### src/rtl/weights_fetcher.sv
// Streams NUM_WORDS memory words as signed R/G/B weight triples over valid/ready.
// A 2-entry buffer plus one in-flight read lets backpressure stall fetching without losing data.
module weights_fetcher #(
  parameter int DATA_WIDTH = 5,
  parameter int Addr_Depth = 12,
  parameter int NUM_WORDS  = 4096
) (
  input  logic                          clock,
  input  logic                          reset,
  input  logic                          start,
  input  logic                          abort,
  output logic                          busy,
  output logic                          done,
  output logic [Addr_Depth-1:0]         mem_address,
  output logic                          mem_en_read,
  input  logic [3*DATA_WIDTH-1:0]       mem_data_in,
  output logic                          w_valid,
  input  logic                          w_ready,
  output logic signed [DATA_WIDTH-1:0]  w_r,
  output logic signed [DATA_WIDTH-1:0]  w_g,
  output logic signed [DATA_WIDTH-1:0]  w_b,
  output logic [Addr_Depth-1:0]         w_index
);

  localparam int WW = 3 * DATA_WIDTH;
  localparam logic [Addr_Depth-1:0] LAST_ADDR = Addr_Depth'(NUM_WORDS - 1);

  typedef enum logic [1:0] {S_IDLE, S_FETCH, S_DRAIN, S_DONE} state_t;

  state_t                r_state;
  state_t                w_state_next;
  logic [WW-1:0]         r_buf_data [2];
  logic [Addr_Depth-1:0] r_buf_idx  [2];
  logic                  r_head;
  logic [1:0]            r_count;
  logic                  r_in_flight;
  logic [Addr_Depth-1:0] r_flight_idx;
  logic [Addr_Depth-1:0] r_addr;

  logic                  w_pop;
  logic                  w_push;
  logic                  w_issue;
  logic                  w_tail;
  logic [2:0]            w_occ;

  // Occupancy after this cycle's pop, counting the read already in flight.
  assign w_pop   = (r_count != 2'd0) && w_ready;
  assign w_push  = r_in_flight;
  assign w_occ   = {1'b0, r_count} + {2'b0, r_in_flight} - {2'b0, w_pop};
  assign w_issue = (r_state == S_FETCH) && !abort && (w_occ < 3'd2);
  assign w_tail  = r_head ^ r_count[0];

  always_comb begin
    w_state_next = r_state;
    if (abort) begin
      w_state_next = S_IDLE;
    end else begin
      case (r_state)
        S_IDLE:  if (start) w_state_next = S_FETCH;
        S_FETCH: if (w_issue && (r_addr == LAST_ADDR)) w_state_next = S_DRAIN;
        S_DRAIN: if (w_occ == 3'd0) w_state_next = S_DONE;
        S_DONE:  w_state_next = S_IDLE;
        default: w_state_next = S_IDLE;
      endcase
    end
  end

  always_ff @(posedge clock) begin
    if (reset) begin
      r_state      <= S_IDLE;
      r_head       <= 1'b0;
      r_count      <= 2'd0;
      r_in_flight  <= 1'b0;
      r_flight_idx <= '0;
      r_addr       <= '0;
      for (int i = 0; i < 2; i++) begin
        r_buf_data[i] <= '0;
        r_buf_idx[i]  <= '0;
      end
    end else begin
      r_state <= w_state_next;
      if (abort) begin
        r_head      <= 1'b0;
        r_count     <= 2'd0;
        r_in_flight <= 1'b0;
        r_addr      <= '0;
      end else begin
        r_in_flight <= w_issue;
        // The last address is held rather than wrapped; DONE rewinds it.
        if (w_issue) begin
          r_flight_idx <= r_addr;
          if (r_addr != LAST_ADDR) r_addr <= r_addr + Addr_Depth'(1);
        end else if (r_state == S_DONE) begin
          r_addr <= '0;
        end
        if (w_push) begin
          r_buf_data[w_tail] <= mem_data_in;
          r_buf_idx[w_tail]  <= r_flight_idx;
        end
        if (w_pop) r_head <= ~r_head;
        r_count <= r_count + {1'b0, w_push} - {1'b0, w_pop};
      end
    end
  end

  assign busy        = (r_state != S_IDLE);
  assign done        = (r_state == S_DONE);
  assign mem_address = r_addr;
  assign mem_en_read = w_issue;
  assign w_valid     = (r_count != 2'd0);
  assign w_r         = r_buf_data[r_head][WW-1:2*DATA_WIDTH];
  assign w_g         = r_buf_data[r_head][2*DATA_WIDTH-1:DATA_WIDTH];
  assign w_b         = r_buf_data[r_head][DATA_WIDTH-1:0];
  assign w_index     = r_buf_idx[r_head];

endmodule

### config.mk
export PLATFORM = sky130hd
export DESIGN_NAME = weights_fetcher
export DESIGN_NICKNAME = d
export VERILOG_FILES = /design/src/rtl/weights_fetcher.sv
export SDC_FILE = /design/constraint.sdc
export NUM_CORES = 1
export LEC_CHECK = 0
export CORE_MARGIN = 2
export CORE_UTILIZATION = 55
export CTS_BUF_LIST = sky130_fd_sc_hd__clkbuf_4
export DETAILED_ROUTE_END_ITERATION = 7
export PLACE_DENSITY = 0.82
export SLEW_MARGIN = 0
export SYNTH_ARGS = -nofsm -noshare
export SYNTH_HDL_FRONTEND = slang
export SYNTH_SLANG_ARGS = --single-unit
### constraint.sdc
create_clock -name clock -period 4.1 [get_ports clock]
set_input_delay 0.41 -clock clock [delete_from_list [all_inputs] [get_ports clock]]
set_output_delay 0.41 -clock clock [all_outputs]
set_load 0.1 [all_outputs]
# == Word-level counts from Yosys, hierarchy flattened ==
# Memories as Yosys holds them, arrays and structs flattened. A register that Yosys moved wholly into a read port is not among the register bits.
# Index checks and enable logic that the tools add are counted.
# word_totals
regBits,30
latchBits,0
ramBits,54
romBits,0
inputBits,20
out_inout_bits,43
word_cells,65
mem_count,2
# classes
n_addsub,5
n_mul,0
div,0
magnitude_cmp,1
n_eq_ne,9
shift,0
muxes,23
bitwise,3
reduce_logical,16
# mem_list
memory,depth,width,rd,rd_clocked_by_memory_dff,write_ports,line,rtl
r_buf_data,2,15,1,1,2,32,logic [WW-1:0] r_buf_data [2];
r_buf_idx,2,12,1,1,2,33,logic [Addr_Depth-1:0] r_buf_idx [2];
# ops
cell,count
$mux 12,4
$mux 15,1
$reduce_or 15->1,1
$mux 1,14
$add 12x1->12 const B,1
$eq 12x12->1 const B,1
$ne 12x12->1 const B,1
$reduce_or 12->1,1
$pmux 2 s4,1
$mux 2,3
$reduce_bool 2->1,3
$eq 2x2->1 const B,2
$logic_and 1x1->1,4
$ne 2x1->1 const B,2
$ne 2x2->1 const B,2
$reduce_and 2->1,2
$add 2x1->3,1
$logic_not 3->1,1
$lt 3x2->1 const B,1
$reduce_and 3->1,1
$sub 3x1->3,1
$add 2x1->2,1
$eq 2x1->1 const B,1
$logic_not 2->1,1
other kinds (5),6

# == Depth between registers and ports, before layout ==
# logic_depth
ltp_word,8
ltp_mapped,13
depth_no_buf,12

# == Worst setup path after synthesis ==
# Ideal clock, no wire load.
# synth_timing
kind,register to output
start,register r_count[1]
end,output mem_en_read
arrival_ps,3646
required_ps,3690
setup_slack_ps,44
stages_incl_launch_ff,12
n_path_buf,1
cell_sequence,dfxtp_1 -> or2_2 -> and2_1 -> ha_1 -> inv_1 -> ha_1 -> inv_1 -> fa_1 -> and3b_1 -> nand2_1 -> inv_1 -> clkbuf_1
# synth_via
elab_chain_len,5
word_cells_on_any_way,6
cone_classes,add/sub: 2; order compare: 1; reduce/logical: 3
# synth_lines
item,line,rtl
start: declaration,35,logic [1:0] r_count;
start signal: assignment,101,"r_count <= r_count + {1'b0, w_push} - {1'b0, w_pop};"
$reduce_bool 2->1,-,
net w_valid,17,"output logic w_valid,"
$logic_and 1x1->1,47,assign w_pop = (r_count != 2'd0) && w_ready;
net w_pop,40,logic w_pop;
$sub 3x1->3,49,"assign w_occ = {1'b0, r_count} + {2'b0, r_in_flight} - {2'b0, w_pop};"
$lt 3x2->1,50,assign w_issue = (r_state == S_FETCH) && !abort && (w_occ < 3'd2);
$logic_and 1x1->1,50,
end: declaration,15,"output logic mem_en_read,"
# The timed path passes the listed nets, and every way through them passes these cells.

# == Final worst setup path ==
# layout_timing
start,register r_count[1]
end,output mem_en_read
# layout_via
elab_chain_len,5
word_cells_on_any_way,6
cone_classes,add/sub: 2; order compare: 1; reduce/logical: 3
# layout_lines
item,line
$reduce_bool 2->1,47
$logic_and 1x1->1,47
net w_pop,40
$sub 3x1->3,49
$lt 3x2->1,50
$logic_and 1x1->1,50
# The timed path passes the listed nets, and every way through them passes these cells.

==> impl_summary.txt <==
----------------------------------------------------
[Final layout]
  Top library cells by usage in the layout, fill and taps aside ... sky130_fd_sc_hd__and2_1 (57), sky130_fd_sc_hd__edfxtp_1 (54), sky130_fd_sc_hd__clkdlybuf4s50_1 (34)
  Total inserted antenna cells ... 0
  Most common cell after layout, fill and taps aside ... sky130_fd_sc_hd__and2_1
  Share of cells above drive strength 1 ... roughly 22%
  Summed area of non-filler cells in the final layout ... around 4500 um^2
  Synth-to-Final Area Change ... 20.1%
  Post-layout net count ... just over 400

[Logic synthesis]
  Mapped cell area ... between 3000 and 4000 um^2
  Average size of a mapped cell ... ~12 um^2
  Total nets after synthesis ... ~340
  Count of state elements after synthesis ... between 80 and 90
  Sequential share of the synthesized area ... 59.8%
  Cells after synthesis ... roughly 310
  Distinct cell type count after synthesis ... 41
  Total of warnings raised by yosys ... 0

[Floorplan]
  Die area ... around 7500 um^2
  Top Ports ... 63
  Row count ... 30
  Horizontal die dimension ... just under 90 um
  Core area ... ~6700 um^2
  Initial cell density of the core ... around 56%
  Die height ... 86.6 um

[Power]
  Peak ir drop on the vdd network ... between 0.2 and 0.25 mV
  Reported leakage power ... ~1.7 nW
  Cell Pwr Density ... ~340 nW/um^2

[Outcome]
  Outcome ... finished clean

[GRT]
  Global-route wire length before repair ... 10600 um
  Overflow left after global routing ... 0
  Maximum number of pins on one net before global-route repair ... 29
  Number of global-route vias before repair ... around 2400
  Number of antenna violations at the first check in global routing ... 0
  Total GRT Usage ... between 10% and 20%

[Worst setup path]
  Crit end category ... primary output
  Cell chain of the critical path ... or2_2 -> and2_1 -> ha_1 -> inv_1 -> ha_1 -> inv_1 -> fa_1 -> and3b_1 -> nand2_1 -> inv_1 -> buf_12
  Kind of cell with the highest combined delay on the critical path ... adder cells
  Signal arrival time at the worst endpoint ... 3.24 ns
  Worst setup path start ... r_count[1]
  Cell with the biggest individual delay on the critical path ... sky130_fd_sc_hd__fa_1
  R2R Path Start ... r_count[1]
  Data required time of the critical path ... between 3 and 4 ns
  Worst path most repeated cell ... sky130_fd_sc_hd__inv_1
  Startpoint types ... register
  Maximum cell stage delay along the critical path ... ~0.53 ns
  Total buffers and inverters traversed by the critical path ... 4
  Crit path kind ... reg -> out
  Top fanout value on the critical path ... 13

[Clock tree]
  Longest Clk Path Bufs ... 2
  TritonCTS clock tree ... done
  Clock root cell ... sky130_fd_sc_hd__clkbuf_4
  Clock buffer count from CTS ... 9
  H-tree level count ... 3
  Number of post-CTS setup repair buffers ... 0
  Sinks on the clock net ... 85
  Clock insertion delay at the later pin of the skew report ... between 0.4 and 0.5 ns
  Post-cts resize count ... 0
  Register clock-pin slew on the reported worst setup and hold paths ... roughly 0.12 ns
  Post-CTS Hold Buffers ... 0

[Flow run]
  Reported max-cap violation count ... 0

[STA]
  Final-layout setup total negative slack ... 0 ns
  Number of hold violations in the final report ... 0
  Final Slew Violations ... 0
  Upper clock frequency limit ... roughly 0.27 GHz
  RSZ-0062 raised after global routing ... no
  Final setup skew ... between 0.015 and 0.02 ns
  Number of setup violations in the final report ... 0
  Transition time at the pin with the least slew margin ... 1.14 ns
  Tcrit/Tclk final ... 89.0%
  Max transition margin ... between 20% and 30%
  Min cycle time layout ... approximately 3.6 ns

[Min path]
  Startpoint of the most critical hold path ... r_flight_idx[11]
  Hold Crit Class ... reg -> reg

[Detailed routing]
  Starting DRT DRC Count ... 125
  DR DRC count ... 0
  Post-detailed-route via-to-cell ratio ... between 5 and 6
  Wire length reported by the detailed router ... between 6000 and 7000 um
  Via count ... around 2500
  DR pass1 iterations ... 4
  Post-DR wirelength/cell ... between 10 and 15 um
  Number of nets still failing antenna checks after routing ... 0

[Placed design]
  Post-detail-place hpwl ... 4350 um
  DP Area ... 4400 um^2
  Number of buffer cells added on primary ports ... 62
  Routability-driven placement congestion ratio ... between 0.8 and 0.9

----------------------------------------------------
==> registers in the layout, indices dropped and copies added (netlist names), named ones only <==
signal / cells
r_buf_data: 30
mem_address: 12
r_head: 1
r_flight_idx: 12
r_count: 2
r_buf_idx: 24
r_in_flight: 1
r_state: 2
==> through the flow <==
stage | hold WS (ns) | util, % | setup WS (ns) | std cells | power [W]
finish | 0.468 | 67.4 | 0.453 | 461 | 0.00151
global route | 0.494 | 67.4 | 0.191 | 461 | 0.00158
global placement | 0.449 | 65.8 | 0.747 | 446 | 0.00114
CTS | 0.470 | 67.4 | 0.409 | 461 | 0.00153
detailed placement | 0.453 | 65.8 | 0.657 | 446 | 0.00114
floorplan | 0.440 | - | 0.0439 | 313 | 0.00109
==> logic make-up after synthesis <==
kind of cell / count (synthesis) / synth area share, %
compound gates: 34 / 5.54
flops: 85 / 59.8
buf+inv: 20 / 2.00
xor+xnor: 9 / 2.30
simple gates: 128 / 18.8
mux: 28 / 8.37
fa+ha+maj: 9 / 3.20
==> per-layer routing <==
layer  GRT usage (%)  up-vias  part of all wire [%]
met5               0        -                     0
met4            4.69        0                  0.88
met3            5.05        7                   5.8
met2            30.0       80                    48
met1            23.3     1175                    46
li1                -     1221                     -
==> worst min-delay path, stage by stage (launching register included) <==
cell	delay, ns
sky130_fd_sc_hd__dfxtp_1	0.33
sky130_fd_sc_hd__nand2_1	0.05
sky130_fd_sc_hd__a21oi_1	0.05
==> power breakdown <==
| part | leakage [nW] | internal [W] | switching, W |
|---|---|---|---|
| Clock | 0.0554 | 0.000120 | 0.000274 |
| Combinational | 0.830 | 0.0000506 | 0.000134 |
| Sequential | 0.801 | 0.000928 | 0.00000656 |
| Total | 1.69 | 0.00110 | 0.000414 |
==> final cells by class <==
cell class | count | area (um^2)
sequential | 85 | 2240
multi-input combinational | 208 | 1440
tap | 80 | 100
timing repair buffer | 66 | 593
clock inverter | 6 | 41.3
clock buffer | 9 | 67.6
fill | 535 | 2180
inverter | 7 | 26.3
==> cells in the mapped netlist <==
library cell	count	area [um^2]
sky130_fd_sc_hd__o211ai_1	1	7.51
sky130_fd_sc_hd__nor2_1	14	52.6
sky130_fd_sc_hd__a22oi_1	1	7.51
sky130_fd_sc_hd__a21oi_1	19	95.1
sky130_fd_sc_hd__and3_4	1	11.3
sky130_fd_sc_hd__and4_1	1	8.76
sky130_fd_sc_hd__a2bb2oi_1	1	8.76
sky130_fd_sc_hd__o21ai_0	5	25.0
sky130_fd_sc_hd__or2_2	4	25.0
sky130_fd_sc_hd__a31oi_1	1	6.26
sky130_fd_sc_hd__and2_1	57	357
sky130_fd_sc_hd__mux2_2	27	304
sky130_fd_sc_hd__nor3_1	1	5.00
sky130_fd_sc_hd__and4_4	2	22.5
sky130_fd_sc_hd__xnor2_2	1	16.3
sky130_fd_sc_hd__nand3_1	7	35.0
sky130_fd_sc_hd__a311oi_1	1	8.76
sky130_fd_sc_hd__a211o_4	1	17.5
sky130_fd_sc_hd__nor4_1	1	6.26
sky130_fd_sc_hd__dfxtp_1	31	621
sky130_fd_sc_hd__or3_1	3	18.8
sky130_fd_sc_hd__nand2_1	30	113
sky130_fd_sc_hd__mux2i_1	1	10.0
sky130_fd_sc_hd__nand3b_1	1	7.51
sky130_fd_sc_hd__o31ai_1	1	7.51
sky130_fd_sc_hd__inv_1	7	26.3
sky130_fd_sc_hd__xor2_1	3	26.3
sky130_fd_sc_hd__buf_1	1	3.75
sky130_fd_sc_hd__edfxtp_1	54	1620
sky130_fd_sc_hd__clkbuf_1	12	45.0
sky130_fd_sc_hd__a21o_2	1	8.76
sky130_fd_sc_hd__fa_1	1	20.0
sky130_fd_sc_hd__and3b_1	1	8.76
sky130_fd_sc_hd__a211oi_1	1	7.51
sky130_fd_sc_hd__or4_1	1	7.51
sky130_fd_sc_hd__xnor2_1	5	43.8
sky130_fd_sc_hd__nor3_2	1	10.0
sky130_fd_sc_hd__nand4_1	1	6.26
sky130_fd_sc_hd__a21o_1	1	7.51
sky130_fd_sc_hd__and3_1	2	12.5
sky130_fd_sc_hd__ha_1	8	100
==> final timing paths <==
path / end / slack (ns) / cells after the start
hold reg to reg: r_flight_idx[11] / 0.47 / 2
setup reg to reg: mem_address[9] / 0.74 / 12
hold / removal: r_flight_idx[11] / 0.47 / 2
setup / recovery: mem_en_read / 0.45 / 11
(Power assumes the default switching activity.)
